### src/rtl/mem_ctrl_pkg.sv
// -----------------------------------------------------------------------------
// mem_ctrl_pkg
// Shared definitions for the LPDDR5 read/write command scheduler:
//   - command word width and field offsets
//     {id, addr, is_write[9], len[8:5], size[4:2], burst[1:0]}
//   - scheduler state encoding (also reported in status_o[7:6])
//   - default parameter values for the scheduler
// -----------------------------------------------------------------------------
package mem_ctrl_pkg;

    localparam int ID_WIDTH_DEF    = 8;
    localparam int ADDR_WIDTH_DEF  = 40;
    localparam int CMD_W           = ID_WIDTH_DEF + ADDR_WIDTH_DEF + 10;

    localparam int CMD_WR_BIT      = 9;
    localparam int LEN_LSB         = 5;
    localparam int SIZE_LSB        = 2;
    localparam int BURST_LSB       = 0;

    localparam int FIFO_DEPTH_DEF  = 8;
    localparam int WR_HI_WM_DEF    = 6;
    localparam int WR_LO_WM_DEF    = 2;
    localparam int WR_MAX_WAIT_DEF = 64;
    localparam int MAX_WR_RUN_DEF  = 16;
    localparam int TURN_CYCLES_DEF = 4;

    typedef enum logic [1:0] {
        S_READ     = 2'd0,
        S_WRITE    = 2'd1,
        S_TURN_R2W = 2'd2,
        S_TURN_W2R = 2'd3
    } sched_state_e;

endpackage

### src/rtl/mem_ctrl_cmd_fifo.sv
// -----------------------------------------------------------------------------
// mem_ctrl_cmd_fifo
// Synchronous first-word-fall-through command FIFO with occupancy count.
// Ports:
//   clk_i, rst_n_i   clock, asynchronous active-low reset
//   i_push, i_data   write side; a push into a full FIFO is ignored
//   i_pop            read side; a pop of an empty FIFO is ignored
//   o_data           current head entry (valid when !o_empty)
//   o_count          occupancy, 0..DEPTH
//   o_full, o_empty  status flags
// -----------------------------------------------------------------------------
module mem_ctrl_cmd_fifo #(
    parameter  int DEPTH = 8,
    parameter  int WIDTH = 58,
    localparam int PTR_W = $clog2(DEPTH)
) (
    input  logic             clk_i,
    input  logic             rst_n_i,
    input  logic             i_push,
    input  logic [WIDTH-1:0] i_data,
    input  logic             i_pop,
    output logic [WIDTH-1:0] o_data,
    output logic [PTR_W:0]   o_count,
    output logic             o_full,
    output logic             o_empty
);

    logic [WIDTH-1:0] r_mem [DEPTH];
    logic [PTR_W:0]   r_wr_ptr;
    logic [PTR_W:0]   r_rd_ptr;
    logic             w_push;
    logic             w_pop;

    // Pointers carry one extra MSB: equal pointers mean empty, pointers that
    // differ only in the MSB mean full. Their difference is the occupancy.
    assign o_empty = (r_wr_ptr == r_rd_ptr);
    assign o_full  = (r_wr_ptr[PTR_W] != r_rd_ptr[PTR_W]) &&
                     (r_wr_ptr[PTR_W-1:0] == r_rd_ptr[PTR_W-1:0]);
    assign o_count = r_wr_ptr - r_rd_ptr;
    assign o_data  = r_mem[r_rd_ptr[PTR_W-1:0]];

    assign w_push  = i_push && !o_full;
    assign w_pop   = i_pop && !o_empty;

    // NOTE: storage is deliberately left out of reset; the pointers alone
    // decide which entries are live, and an unreset array maps onto RAM.
    always_ff @(posedge clk_i) begin
        if (w_push) begin
            r_mem[r_wr_ptr[PTR_W-1:0]] <= i_data;
        end
    end

    // NOTE: clocked state uses non-blocking assignments so every register
    // samples the pre-edge values regardless of statement order.
    always_ff @(posedge clk_i or negedge rst_n_i) begin
        if (!rst_n_i) begin
            r_wr_ptr <= '0;
            r_rd_ptr <= '0;
        end else begin
            if (w_push) r_wr_ptr <= r_wr_ptr + (PTR_W+1)'(1);
            if (w_pop)  r_rd_ptr <= r_rd_ptr + (PTR_W+1)'(1);
        end
    end

endmodule

### src/rtl/mem_ctrl_rw_sched.sv
// -----------------------------------------------------------------------------
// mem_ctrl_rw_sched
// Read/write command scheduler between the AXI slave front-end and the LPDDR5
// command queue. Reads and writes are buffered in separate FIFOs; reads have
// priority, writes drain in bursts (high/low watermark, aging timer, run
// limit), and every direction change inserts TURN_CYCLES idle cycles.
// Ports:
//   clk_i, rst_n_i                   clock, asynchronous active-low reset
//   rd_req_valid/ready/cmd           read command input (ready = !rd_full)
//   wr_req_valid/ready/cmd           write command input (ready = !wr_full)
//   cmd_valid_o, cmd_data_o          registered scheduled command, bit 9 set
//                                    to the direction it was issued from
//   cmd_ready_i                      command queue can accept
//   rd_count_o, wr_count_o           FIFO occupancies
//   status_o                         {state, rd_full, wr_full, rd_empty,
//                                     wr_empty, cmd_valid_o, 1'b0}
// -----------------------------------------------------------------------------
module mem_ctrl_rw_sched
    import mem_ctrl_pkg::*;
#(
    parameter  int ID_WIDTH    = ID_WIDTH_DEF,
    parameter  int ADDR_WIDTH  = ADDR_WIDTH_DEF,
    parameter  int FIFO_DEPTH  = FIFO_DEPTH_DEF,
    parameter  int WR_HI_WM    = WR_HI_WM_DEF,
    parameter  int WR_LO_WM    = WR_LO_WM_DEF,
    parameter  int WR_MAX_WAIT = WR_MAX_WAIT_DEF,
    parameter  int MAX_WR_RUN  = MAX_WR_RUN_DEF,
    parameter  int TURN_CYCLES = TURN_CYCLES_DEF,
    localparam int CMD_BITS    = ID_WIDTH + ADDR_WIDTH + 10,
    localparam int CNT_W       = $clog2(FIFO_DEPTH) + 1
) (
    input  logic                clk_i,
    input  logic                rst_n_i,
    input  logic                rd_req_valid_i,
    output logic                rd_req_ready_o,
    input  logic [CMD_BITS-1:0] rd_req_cmd_i,
    input  logic                wr_req_valid_i,
    output logic                wr_req_ready_o,
    input  logic [CMD_BITS-1:0] wr_req_cmd_i,
    output logic                cmd_valid_o,
    output logic [CMD_BITS-1:0] cmd_data_o,
    input  logic                cmd_ready_i,
    output logic [CNT_W-1:0]    rd_count_o,
    output logic [CNT_W-1:0]    wr_count_o,
    output logic [7:0]          status_o
);

    localparam int RUN_W  = $clog2(MAX_WR_RUN + 1);
    localparam int TURN_W = $clog2(TURN_CYCLES + 1);

    localparam logic [CNT_W-1:0]  HI_WM     = CNT_W'(WR_HI_WM);
    localparam logic [CNT_W-1:0]  LO_WM     = CNT_W'(WR_LO_WM);
    localparam logic [7:0]        MAX_WAIT  = 8'(WR_MAX_WAIT);
    localparam logic [RUN_W-1:0]  RUN_MAX   = RUN_W'(MAX_WR_RUN);
    localparam logic [TURN_W-1:0] TURN_LAST = TURN_W'(TURN_CYCLES - 1);

    sched_state_e        r_state;
    sched_state_e        w_next_state;
    logic [TURN_W-1:0]   r_turn_cnt;
    logic [7:0]          r_wr_wait;
    logic [RUN_W-1:0]    r_wr_run;
    logic                r_cmd_valid;
    logic [CMD_BITS-1:0] r_cmd_data;

    logic [CMD_BITS-1:0] w_rd_head;
    logic [CMD_BITS-1:0] w_wr_head;
    logic [CMD_BITS-1:0] w_issue_cmd;
    logic [CNT_W-1:0]    w_rd_count;
    logic [CNT_W-1:0]    w_wr_count;
    logic                w_rd_full;
    logic                w_wr_full;
    logic                w_rd_empty;
    logic                w_wr_empty;
    logic                w_slot;
    logic                w_issue_rd;
    logic                w_issue_wr;

    mem_ctrl_cmd_fifo #(.DEPTH(FIFO_DEPTH), .WIDTH(CMD_BITS)) u_rd_fifo (
        .clk_i   (clk_i),
        .rst_n_i (rst_n_i),
        .i_push  (rd_req_valid_i),
        .i_data  (rd_req_cmd_i),
        .i_pop   (w_issue_rd),
        .o_data  (w_rd_head),
        .o_count (w_rd_count),
        .o_full  (w_rd_full),
        .o_empty (w_rd_empty)
    );

    mem_ctrl_cmd_fifo #(.DEPTH(FIFO_DEPTH), .WIDTH(CMD_BITS)) u_wr_fifo (
        .clk_i   (clk_i),
        .rst_n_i (rst_n_i),
        .i_push  (wr_req_valid_i),
        .i_data  (wr_req_cmd_i),
        .i_pop   (w_issue_wr),
        .o_data  (w_wr_head),
        .o_count (w_wr_count),
        .o_full  (w_wr_full),
        .o_empty (w_wr_empty)
    );

    // The output register can take a new command when it is empty or is
    // being consumed this cycle.
    assign w_slot = !r_cmd_valid || cmd_ready_i;

    // Switch decisions take precedence over issue: a cycle that changes
    // direction never pops a FIFO.
    // NOTE: every combinational output gets a default before the case, so no
    // path leaves a signal unassigned and no latch is inferred.
    always_comb begin
        w_next_state = r_state;
        w_issue_rd   = 1'b0;
        w_issue_wr   = 1'b0;
        unique case (r_state)
            S_READ: begin
                if ((w_wr_count >= HI_WM) || (w_rd_empty && !w_wr_empty) ||
                    (r_wr_wait == MAX_WAIT)) begin
                    w_next_state = S_TURN_R2W;
                end else if (!w_rd_empty && w_slot) begin
                    w_issue_rd = 1'b1;
                end
            end
            S_WRITE: begin
                if (!w_rd_empty && (w_wr_empty || (w_wr_count <= LO_WM) ||
                                    (r_wr_run == RUN_MAX))) begin
                    w_next_state = S_TURN_W2R;
                end else if (!w_wr_empty && w_slot) begin
                    w_issue_wr = 1'b1;
                end
            end
            S_TURN_R2W: if (r_turn_cnt == TURN_LAST) w_next_state = S_WRITE;
            S_TURN_W2R: if (r_turn_cnt == TURN_LAST) w_next_state = S_READ;
            default:    w_next_state = S_READ;
        endcase
    end

    // Direction bit of the issued command reflects the source FIFO, not the
    // bit presented by the front-end.
    always_comb begin
        w_issue_cmd             = w_issue_wr ? w_wr_head : w_rd_head;
        w_issue_cmd[CMD_WR_BIT] = w_issue_wr;
    end

    always_ff @(posedge clk_i or negedge rst_n_i) begin
        if (!rst_n_i) begin
            r_state    <= S_READ;
            r_turn_cnt <= '0;
            r_wr_wait  <= '0;
            r_wr_run   <= '0;
        end else begin
            r_state <= w_next_state;

            // Turn counter runs only while parked in a turn state.
            if (((r_state == S_TURN_R2W) || (r_state == S_TURN_W2R)) &&
                (w_next_state == r_state)) begin
                r_turn_cnt <= r_turn_cnt + TURN_W'(1);
            end else begin
                r_turn_cnt <= '0;
            end

            // Age of the oldest pending write, measured only in read mode.
            if ((r_state == S_READ) && !w_wr_empty) begin
                if (r_wr_wait != 8'hFF) r_wr_wait <= r_wr_wait + 8'd1;
            end else begin
                r_wr_wait <= '0;
            end

            if ((r_state == S_TURN_R2W) && (w_next_state == S_WRITE)) begin
                r_wr_run <= '0;
            end else if (w_issue_wr && (r_wr_run != RUN_MAX)) begin
                r_wr_run <= r_wr_run + RUN_W'(1);
            end
        end
    end

    always_ff @(posedge clk_i or negedge rst_n_i) begin
        if (!rst_n_i) begin
            r_cmd_valid <= 1'b0;
            r_cmd_data  <= '0;
        end else if (w_issue_rd || w_issue_wr) begin
            r_cmd_valid <= 1'b1;
            r_cmd_data  <= w_issue_cmd;
        end else if (cmd_ready_i) begin
            r_cmd_valid <= 1'b0;
        end
    end

    assign rd_req_ready_o = !w_rd_full;
    assign wr_req_ready_o = !w_wr_full;
    assign cmd_valid_o    = r_cmd_valid;
    assign cmd_data_o     = r_cmd_data;
    assign rd_count_o     = w_rd_count;
    assign wr_count_o     = w_wr_count;
    assign status_o       = {r_state, w_rd_full, w_wr_full, w_rd_empty,
                             w_wr_empty, r_cmd_valid, 1'b0};

endmodule

### config.mk
export PLATFORM = sky130hd
export DESIGN_NAME = mem_ctrl_rw_sched
export DESIGN_NICKNAME = d
export VERILOG_FILES = /design/src/rtl/mem_ctrl_pkg.sv /design/src/rtl/mem_ctrl_cmd_fifo.sv /design/src/rtl/mem_ctrl_rw_sched.sv
export SDC_FILE = /design/constraint.sdc
export NUM_CORES = 1
export LEC_CHECK = 0
export ABC_AREA = 0
export CORE_UTILIZATION = 48
export DETAILED_ROUTE_END_ITERATION = 7
export PLACE_DENSITY_LB_ADDON = 0.25
export SLEW_MARGIN = 20
export SYNTH_ARGS = -nofsm -noshare
export SYNTH_HDL_FRONTEND = slang
export SYNTH_HIERARCHICAL = 1
export SYNTH_SLANG_ARGS = --single-unit
### constraint.sdc
create_clock -name clk_i -period 9.8 [get_ports clk_i]
set_clock_uncertainty 0.2 [all_clocks]
set_input_delay 0.98 -clock clk_i [delete_from_list [all_inputs] [get_ports clk_i]]
set_output_delay 0.98 -clock clk_i [all_outputs]
set_load 0.01 [all_outputs]
* Yosys cells after proc, flatten, opt, wreduce, memory -nomap -nowiden
Memories as Yosys holds them, arrays and structs flattened.
Index checks and enable logic that the tools add are counted.
** Cells by class
- $add $sub $neg :: 9
- $lt $le $gt $ge :: 2
- Equality and inequality tests :: 17
- Mux-type cells :: 23
- Reductions and logical operators :: 29
** Operators by type and width (number)
- $mux 58 :: 1
- $add 4x1->4 const B :: 4
- $mux 8 :: 2
- $logic_and 1x1->1 :: 14
- $mux 1 :: 12
- $mux 5 :: 2
- $add 8x1->8 const B :: 1
- $eq 4x4->1 :: 2
- $eq 8x7->1 const B :: 1
- $mux 2 :: 4
- $ne 8x8->1 const B :: 1
- $pmux 2 s4 :: 1
- $sub 4x4->4 :: 2
- $logic_or 1x1->1 :: 7
- $eq 3x3->1 :: 2
- $add 5x1->5 const B :: 1
- $eq 5x5->1 const B :: 1
- $logic_not 1->1 :: 5
- $ne 5x5->1 const B :: 1
- $eq 2x1->1 const B :: 2
- $eq 2x2->1 const B :: 2
- $ge 4x3->1 const B :: 1
- $le 4x2->1 const B :: 1
- $reduce_bool 2->1 :: 2
- 7 further kinds :: 8
** Word-level totals
- Flip-flop bits (word level) :: 93
- Bits in writable memories :: 928
- Input bits :: 121
- Logic and storage cells :: 92
- Memories kept :: 2
** Memory list
- u_rd_fifo.r_mem :: words 8, width 58, rd ports 1, clocked after memory_dff 0, write ports 1, RTL line mem_ctrl_cmd_fifo.sv:28 : logic [WIDTH-1:0] r_mem [DEPTH];
- u_wr_fifo.r_mem :: words 8, width 58, rd ports 1, clocked after memory_dff 0, write ports 1, RTL line mem_ctrl_cmd_fifo.sv:28

* Longest topological paths before layout
Gate-level depths: netlist (run 1).
- Word-level depth :: 10
- Mapped depth :: 16

* By module
Netlist (run 1), hierarchy kept.
** Modules (own cells, without submodules)
- mem_ctrl_cmd_fifo (u_rd_fifo) :: instances 1, cells each 851, area an instance 17973.5 sq um, sequential area each 14133.6 sq um
- mem_ctrl_cmd_fifo (u_wr_fifo) :: instances 1, cells each 851, area an instance 17971.0 sq um, sequential area each 14133.6 sq um
- mem_ctrl_rw_sched :: instances 1, cells each 453, area an instance 4242.8 sq um, sequential area each 1926.8 sq um

* Least setup slack after synthesis (run 1)
Ideal clock, no wire load.
- Path type :: register to register
- From :: register u_wr_fifo.r_rd_ptr[2]
- To :: memory u_wr_fifo.r_mem[0][0], enable pin
- Setup time :: 617 ps
- Arrival time :: 6991 ps
- Setup slack :: 1992 ps
- Cell stages (with the launch flop) :: 8
- Clock period less this slack :: 7808 ps
- Cell sequence :: dfrtp_1 clkbuf_1 clkinv_1 clkbuf_1 ha_1 nand3_1 o21ai_2 nor4_1
** On the way
- Cells in the longest elaborated chain, start to end :: 6
** Ends and longest elaborated chain
- start, declared :: RTL line mem_ctrl_cmd_fifo.sv:30 : logic [PTR_W:0] r_rd_ptr;
- start signal, assigned :: RTL line mem_ctrl_cmd_fifo.sv:61 : if (w_pop) r_rd_ptr <= r_rd_ptr + (PTR_W+1)'(1);
- $eq 3x3->1 :: RTL line mem_ctrl_cmd_fifo.sv:38 : (r_wr_ptr[PTR_W-1:0] == r_rd_ptr[PTR_W-1:0]);
- $logic_and 1x1->1 :: RTL line mem_ctrl_cmd_fifo.sv:37 : assign o_full = (r_wr_ptr[PTR_W] != r_rd_ptr[PTR_W]) &&
- $logic_not 1->1 :: RTL line mem_ctrl_cmd_fifo.sv:42 : assign w_push = i_push && !o_full;
- $logic_and 1x1->1 :: RTL line mem_ctrl_cmd_fifo.sv:42
- $mux 1 :: RTL line mem_ctrl_cmd_fifo.sv:48 : if (w_push) begin
- $mux 1 (implied by the code) :: RTL line mem_ctrl_cmd_fifo.sv:49 : r_mem[r_wr_ptr[PTR_W-1:0]] <= i_data;
- end, declared :: RTL line mem_ctrl_cmd_fifo.sv:28
No other way between the ends.

* Worst setup path in the final report (run 1)
- From :: register u_wr_fifo.r_rd_ptr[1]
- To :: register u_wr_fifo.r_rd_ptr[1]
** On the way
- Cells in the longest elaborated chain, start to end :: 8
** Ends and longest elaborated chain
- $sub 4x4->4 :: RTL line mem_ctrl_cmd_fifo.sv:39 : assign o_count = r_wr_ptr - r_rd_ptr;
- $le 4x2->1 :: RTL line mem_ctrl_rw_sched.sv:124 : if (!w_rd_empty && (w_wr_empty || (w_wr_count <= LO_WM) ||
- $logic_or 1x1->1 (2 in series) :: RTL line mem_ctrl_rw_sched.sv:124
- $logic_and 1x1->1 :: RTL line mem_ctrl_rw_sched.sv:124
- $mux 1 (*) :: RTL line mem_ctrl_rw_sched.sv:124
- $mux 1 (*) :: RTL line mem_ctrl_rw_sched.sv:114 : unique case (r_state)
- net w_issue_cmd[9] :: RTL line mem_ctrl_rw_sched.sv:67 : logic [CMD_BITS-1:0] w_issue_cmd;
- $logic_and 1x1->1 (*) :: RTL line mem_ctrl_cmd_fifo.sv:43 : assign w_pop = i_pop && !o_empty;
Mark *: on every way through the listed nets, which the timed path passes. The rest lies on a longest branch.
A chain may end at the register's enable or synchronous reset.

==> results of run 1 <==
==> per-layer routing <==
metal,vias up,track usage (%),share of wire (%)
li1,8770,-,-
met2,540,34.47,49
met1,10530,29.01,42
met4,26,5.895,2.3
met5,-,0,0.21
met3,145,4.331,6.2
==> worst paths after layout <==
check / end / slack [ns]
setup / recovery: u_wr_fifo/r_rd_ptr[1] / 4.70
hold / removal: u_rd_fifo/r_wr_ptr[1] / 0.11
setup reg to reg: u_wr_fifo/r_rd_ptr[1] / 4.70
hold reg to reg: r_turn_cnt[0] / 0.24
max in group asynchronous: cmd_data_o[20] / 8.13
min in group clk_i: r_turn_cnt[0] / 0.24
==> sequential cells by signal, summed over array words and instances, names as in the netlist, 4 cells and up <==
name                count
cmd_data_o             58
r_wr_run                5
r_wr_wait               8
u_rd_fifo/r_mem       456
u_rd_fifo/r_rd_ptr      4
u_rd_fifo/r_wr_ptr      4
u_wr_fifo/r_mem       456
u_wr_fifo/r_rd_ptr      4
u_wr_fifo/r_wr_ptr      4
==> worst register-to-register path, stage by stage (launching register included) <==
cell and delay, ns:
dfrtp_4 1.14, inv_1 0.11, ha_1 0.33, nand3_1 0.18
nor2_1 0.17, or3b_2 0.53, nor2_4 0.79, nand2_4 0.61
inv_1 0.27, o21ai_0 0.28, mux2_2 0.36
==> stage by stage <==
step	instance area [um2]	power, W	utilization [%]
after floorplan	39590	0.009018	-
after global placement	42580	0.01047	52.52
after detailed placement	42580	0.01059	52.52
after CTS	45570	0.01410	56.21
after global routing	45580	0.01466	56.22
final	45580	0.01396	56.22
==> where the power goes <==
| part | switching, W | internal (W) | total [W] |
|---|---|---|---|
| Sequential | 0.000486 | 0.00550 | 0.00599 |
| Clock | 0.00152 | 0.00199 | 0.00351 |
| Combinational | 0.00252 | 0.00194 | 0.00446 |
==> area by class of cell <==
cell class / count / area share [%]
Sequential cell: 1005 / 65.23
Clock inverter: 57 / 0.8126
Tap cell: 1060 / 2.910
Inverter: 88 / 0.7247
Timing Repair Buffer: 229 / 4.831
Multi-Input combinational cell: 907 / 19.74
Clock buffer: 123 / 5.748
==> impl_metrics.csv, run 1 <==
group,metric,value,unit
worst_setup_path,r2r_start,"u_wr_fifo/r_rd_ptr[1]",
final_layout,syn_to_final_growth,15.11,%
timing,layout_setup_ws,4.702,ns
timing,setup-tns-final,0,ns
worst_setup_path,arrival,5.42,ns
timing,post-route-period-util,52.02,%
timing,whs,0.1120,ns
job,drv_cap,0,
synthesis,syn-num-nets,2268,
floorplan,rows,104,
detailed_routing,wl_per_cell,24.95,um
timing,max_slew_margin,26.77,%
worst_setup_path,required,10.12,ns
worst_setup_path,path_class,"reg -> reg",
detailed_routing,wl,86.54,mm
outcome,status,"finished, final reports clean",
final_layout,drive_gt1_share,18.02,%
clock_network,cts-root-buf,"clkbuf_16",
worst_setup_path,crit_chain,"inv_1, ha_1, nand3_1, nor2_1, or3b_2, nor2_4, nand2_4, inv_1, o21ai_0, mux2_2",
placement,gp_congestion,0.8072,
floorplan,die_area,83640,um2
timing,period_needed,5.098,ns
clock_network,cts_buffer_depth,3,
global_route,grt_pass1_wl,130.3,mm
final_layout,final-seq-area,29730,um2
global_route,grt_pass1_vias,20510,
worst_setup_path,slowest_delay,1.14,ns
worst_setup_path,r2r_cells,10,
global_route,antenna_found_initial,16,
clock_network,post-cts-setup-buffers,0,
power_and_ir_drop,ir_drop,312.8,uV
final_layout,multiInputGateArea,8999,um2
timing,rsz0062_at_grt,"no",
worst_setup_path,cp-startpoint,"u_wr_fifo/r_rd_ptr[1]",
detailed_routing,first_iter_violations,1513,
global_route,grt_overflow,0,
placement,post-place-ws,4.306,ns
detailed_routing,post_drt_via_cell_ratio,5.769,
clock_network,clock_latency,0.64,ns
placement,dp_cells,3289,
timing,drv_slew,0,
synthesis,synthCells,2129,
worst_setup_path,cp_top_family,"simple AND/OR/NAND/NOR gates",
worst_setup_path,cp-start-kind,"flop",
floorplan,die_h,289.2,um
worst_setup_path,path_depth,10,
detailed_routing,drtPass1Iterations,5,
timing,fmax,0.1962,GHz
detailed_routing,drc,0,
detailed_routing,num_vias,20010,
floorplan,start_util,48.84,%
synthesis,avgSynthCellArea,18.60,um2
clock_network,cts_buffers,97,
placement,hpwl,50.80,mm
final_layout,fillers,6057,
final_layout,instances_no_fill,3469,
worst_setup_path,path_buf_inv,2,
clock_network,htreeDepth,3,
clock_network,post_cts_resized,0,
final_layout,num-nets-final,2467,
synthesis,ys.warnings.count,6,
synthesis,netlist_area,39590,um2
placement,port-buffer-count,194,
clock_network,path_clk_slew,0.06,ns
final_layout,final_common_cell,"edfxtp_1",
detailed_routing,drtAntennaViolNets,0,
clock_network,cts_hold_buffers,0,
final_layout,mostFrequentLayoutCells,"edfxtp_1 (912), nand2_1 (358), mux4_2 (228), clkdlybuf4s50_1 (193), clkbuf_16 (101)",
floorplan,pin_count,198,
power_and_ir_drop,p_per_area,306.3,nW/um2
worst_setup_path,cp_slowest_cell,"dfrtp_4",
floorplan,coreArea,81070,um2
global_route,grt_max_degree,73,
power_and_ir_drop,leakage,15.63,nW
timing,setup_viol,0,
final_layout,n_antenna_cell,0,
worst_setup_path,critPathMostFrequentCell,"inv_1",
timing,hold_viol_final,0,
worst_setup_path,cp-end-kind,"flop",
global_route,grt_usage,21.12,%
min_path,hp-class,"in -> async",
floorplan,chipWidth,289.2,um
clock_network,cts_tree,"built",
timing,tightest_slew,1.098,ns
worst_setup_path,crit_path_max_fanout,72,
clock_network,cts_sinks,1005,
Note: power is estimated with default switching activity, not from simulation.
==> run 2: changes to the inputs <==
Clock period 9.8 ns to 4.74 ns, I/O delays scaled along.
==> impl_metrics.csv, run 2 (same netlist as run 1, synthesis figures left out) <==
group,metric,value,unit
final_layout,mostFrequentLayoutCells,"edfxtp_1 (912), nand2_1 (358), mux4_2 (228), clkdlybuf4s50_1 (193), clkbuf_16 (98)",
global_route,grt_pass1_vias,20500,
clock_network,htreeDepth,3,
final_layout,drive_gt1_share,18.42,%
floorplan,die_h,289.2,um
worst_setup_path,arrival,3.99,ns
clock_network,cts_tree,"built",
detailed_routing,num_vias,19990,
timing,fmax,0.2720,GHz
floorplan,chipWidth,289.2,um
power_and_ir_drop,leakage,15.76,nW
timing,post-route-period-util,77.55,%
clock_network,clock_latency,0.65,ns
worst_setup_path,cp_slowest_cell,"dfrtp_4",
detailed_routing,wl_per_cell,25.13,um
worst_setup_path,r2r_cells,9,
global_route,use_met3,4.142,%
timing,max_slew_margin,28.10,%
timing,drv_slew,0,
job,drv_cap,0,
timing,hold_viol_final,0,
clock_network,path_clk_slew,0.07,ns
timing,tightest_slew,1.073,ns
placement,gp_congestion,0.7944,
min_path,hp-class,"in -> async",
placement,hpwl,49.52,mm
global_route,grt_usage,21.28,%
outcome,status,"finished, final reports clean",
worst_setup_path,slowest_delay,0.63,ns
global_route,grt_pass1_wl,131.5,mm
floorplan,coreArea,81070,um2
clock_network,post_cts_resized,0,
detailed_routing,drtAntennaViolNets,0,
detailed_routing,drc,0,
global_route,top_usage_layer,"met2",
clock_network,cts_buffers,96,
worst_setup_path,critPathMostFrequentCell,"buf_4",
clock_network,cts_buffer_depth,3,
floorplan,start_util,48.84,%
final_layout,syn_to_final_growth,16.09,%
worst_setup_path,crit_chain,"inv_1, ha_1, nand3_1, nor2_1, buf_4, or4_2, or3_2, buf_4, a311o_1",
worst_setup_path,cp-start-kind,"flop",
detailed_routing,first_iter_violations,1523,
timing,rsz0062_at_grt,"no",
clock_network,cts_sinks,1005,
clock_network,cts-root-buf,"clkbuf_16",
floorplan,die_area,83640,um2
global_route,grt_max_degree,118,
global_route,grt.met1_usage,30.36,%
detailed_routing,wl,87.41,mm
final_layout,num-nets-final,2474,
final_layout,final_common_cell,"edfxtp_1",
power_and_ir_drop,ir_drop,971.3,uV
global_route,antenna_found_initial,17,
clock_network,cts_hold_buffers,1,
worst_setup_path,cp-end-kind,"flop",
detailed_routing,post_drt_via_cell_ratio,5.747,
floorplan,rows,104,
power_and_ir_drop,p_per_area,636.9,nW/um2
clock_network,post-cts-setup-buffers,0,
floorplan,pin_count,198,
worst_setup_path,required,5.05,ns
global_route,use_met2,33.50,%
timing,period_needed,3.676,ns
timing,setup_viol,0,
power_and_ir_drop,p_total,0.02928,W
final_layout,final_util,56.70,%
global_route,grt_overflow,0,
detailed_routing,drtPass1Iterations,5,
worst_setup_path,path_class,"reg -> reg",
worst_setup_path,crit_path_max_fanout,58,
placement,port-buffer-count,194,
## run 2: cell types whose count changed in the layout (fill, tap and decap cells not counted), sizes merged, moves of 2 or more
cell    delta
diode      +2
bufinv     +2
clkinv    -15
clkbuf    +12
buf        +7
## run 2: path summary, 6_finish.rpt
kind / from / slack, ns / to
worst min register to register: r_turn_cnt[0] / 0.25 / r_turn_cnt[0]
min in group clk_i: r_turn_cnt[0] / 0.25 / r_turn_cnt[0]
worst max register to register: u_rd_fifo/r_rd_ptr[1] / 1.06 / cmd_data_o[36]
worst max-delay path: u_rd_fifo/r_rd_ptr[1] / 1.06 / cmd_data_o[36]
max in group asynchronous: rst_n_i / 3.07 / cmd_data_o[29]
worst min-delay path: rst_n_i / 0.22 / u_rd_fifo/r_wr_ptr[3]
## run 2: critical path: cells and delay by family, from the launching register on
kind,cells,cell delay [ns]
simple gates,4,1.35
flops,1,0.63
buf+inv,3,0.56
compound gates,1,0.45
fa+ha+maj,1,0.30
## run 2: power by group
| part | switching [W] | internal (W) | total, W | leakage, nW |
|---|---|---|---|---|
| clock | 0.00319 | 0.00427 | 0.00746 | 1.50 |
| combinational | 0.00561 | 0.00413 | 0.00975 | 4.83 |
| sequential | 0.000705 | 0.0114 | 0.0121 | 9.43 |
## run 2: per-stage QoR
stage	hold slack [ns]	setup TNS [ns]	worst slack (ns)	instances	cell area [um2]
after CTS	0.2280	0	1.058	3475	45930
after floorplan	-0.02159	-528.74	-1.457	2129	39630
after detailed placement	0.2474	0	1.129	3295	42830
after global placement	0.2196	0	1.202	3295	42830
after global routing	0.2940	0	0.8491	3478	45960
final	0.2222	0	1.064	3478	45960
## run 2: final cells by class
cell class              count  area (um2)
well taps                1060        1326
flip-flops and latches   1005       29730
clock buffers             135        2671
clock inverters            44       420.4
diodes                      2       5.005
fillers                  6042       35100
inverters                  88       330.3
multi-input cells         907        9020
repair buffers            237        2460
## run 2: layer usage
layer / vias to the layer above / part of all wire (%)
met5: - / 0.15
met4: 18 / 2.3
met3: 140 / 6.1
met2: 571 / 48
met1: 10490 / 43
li1: 8769 / -
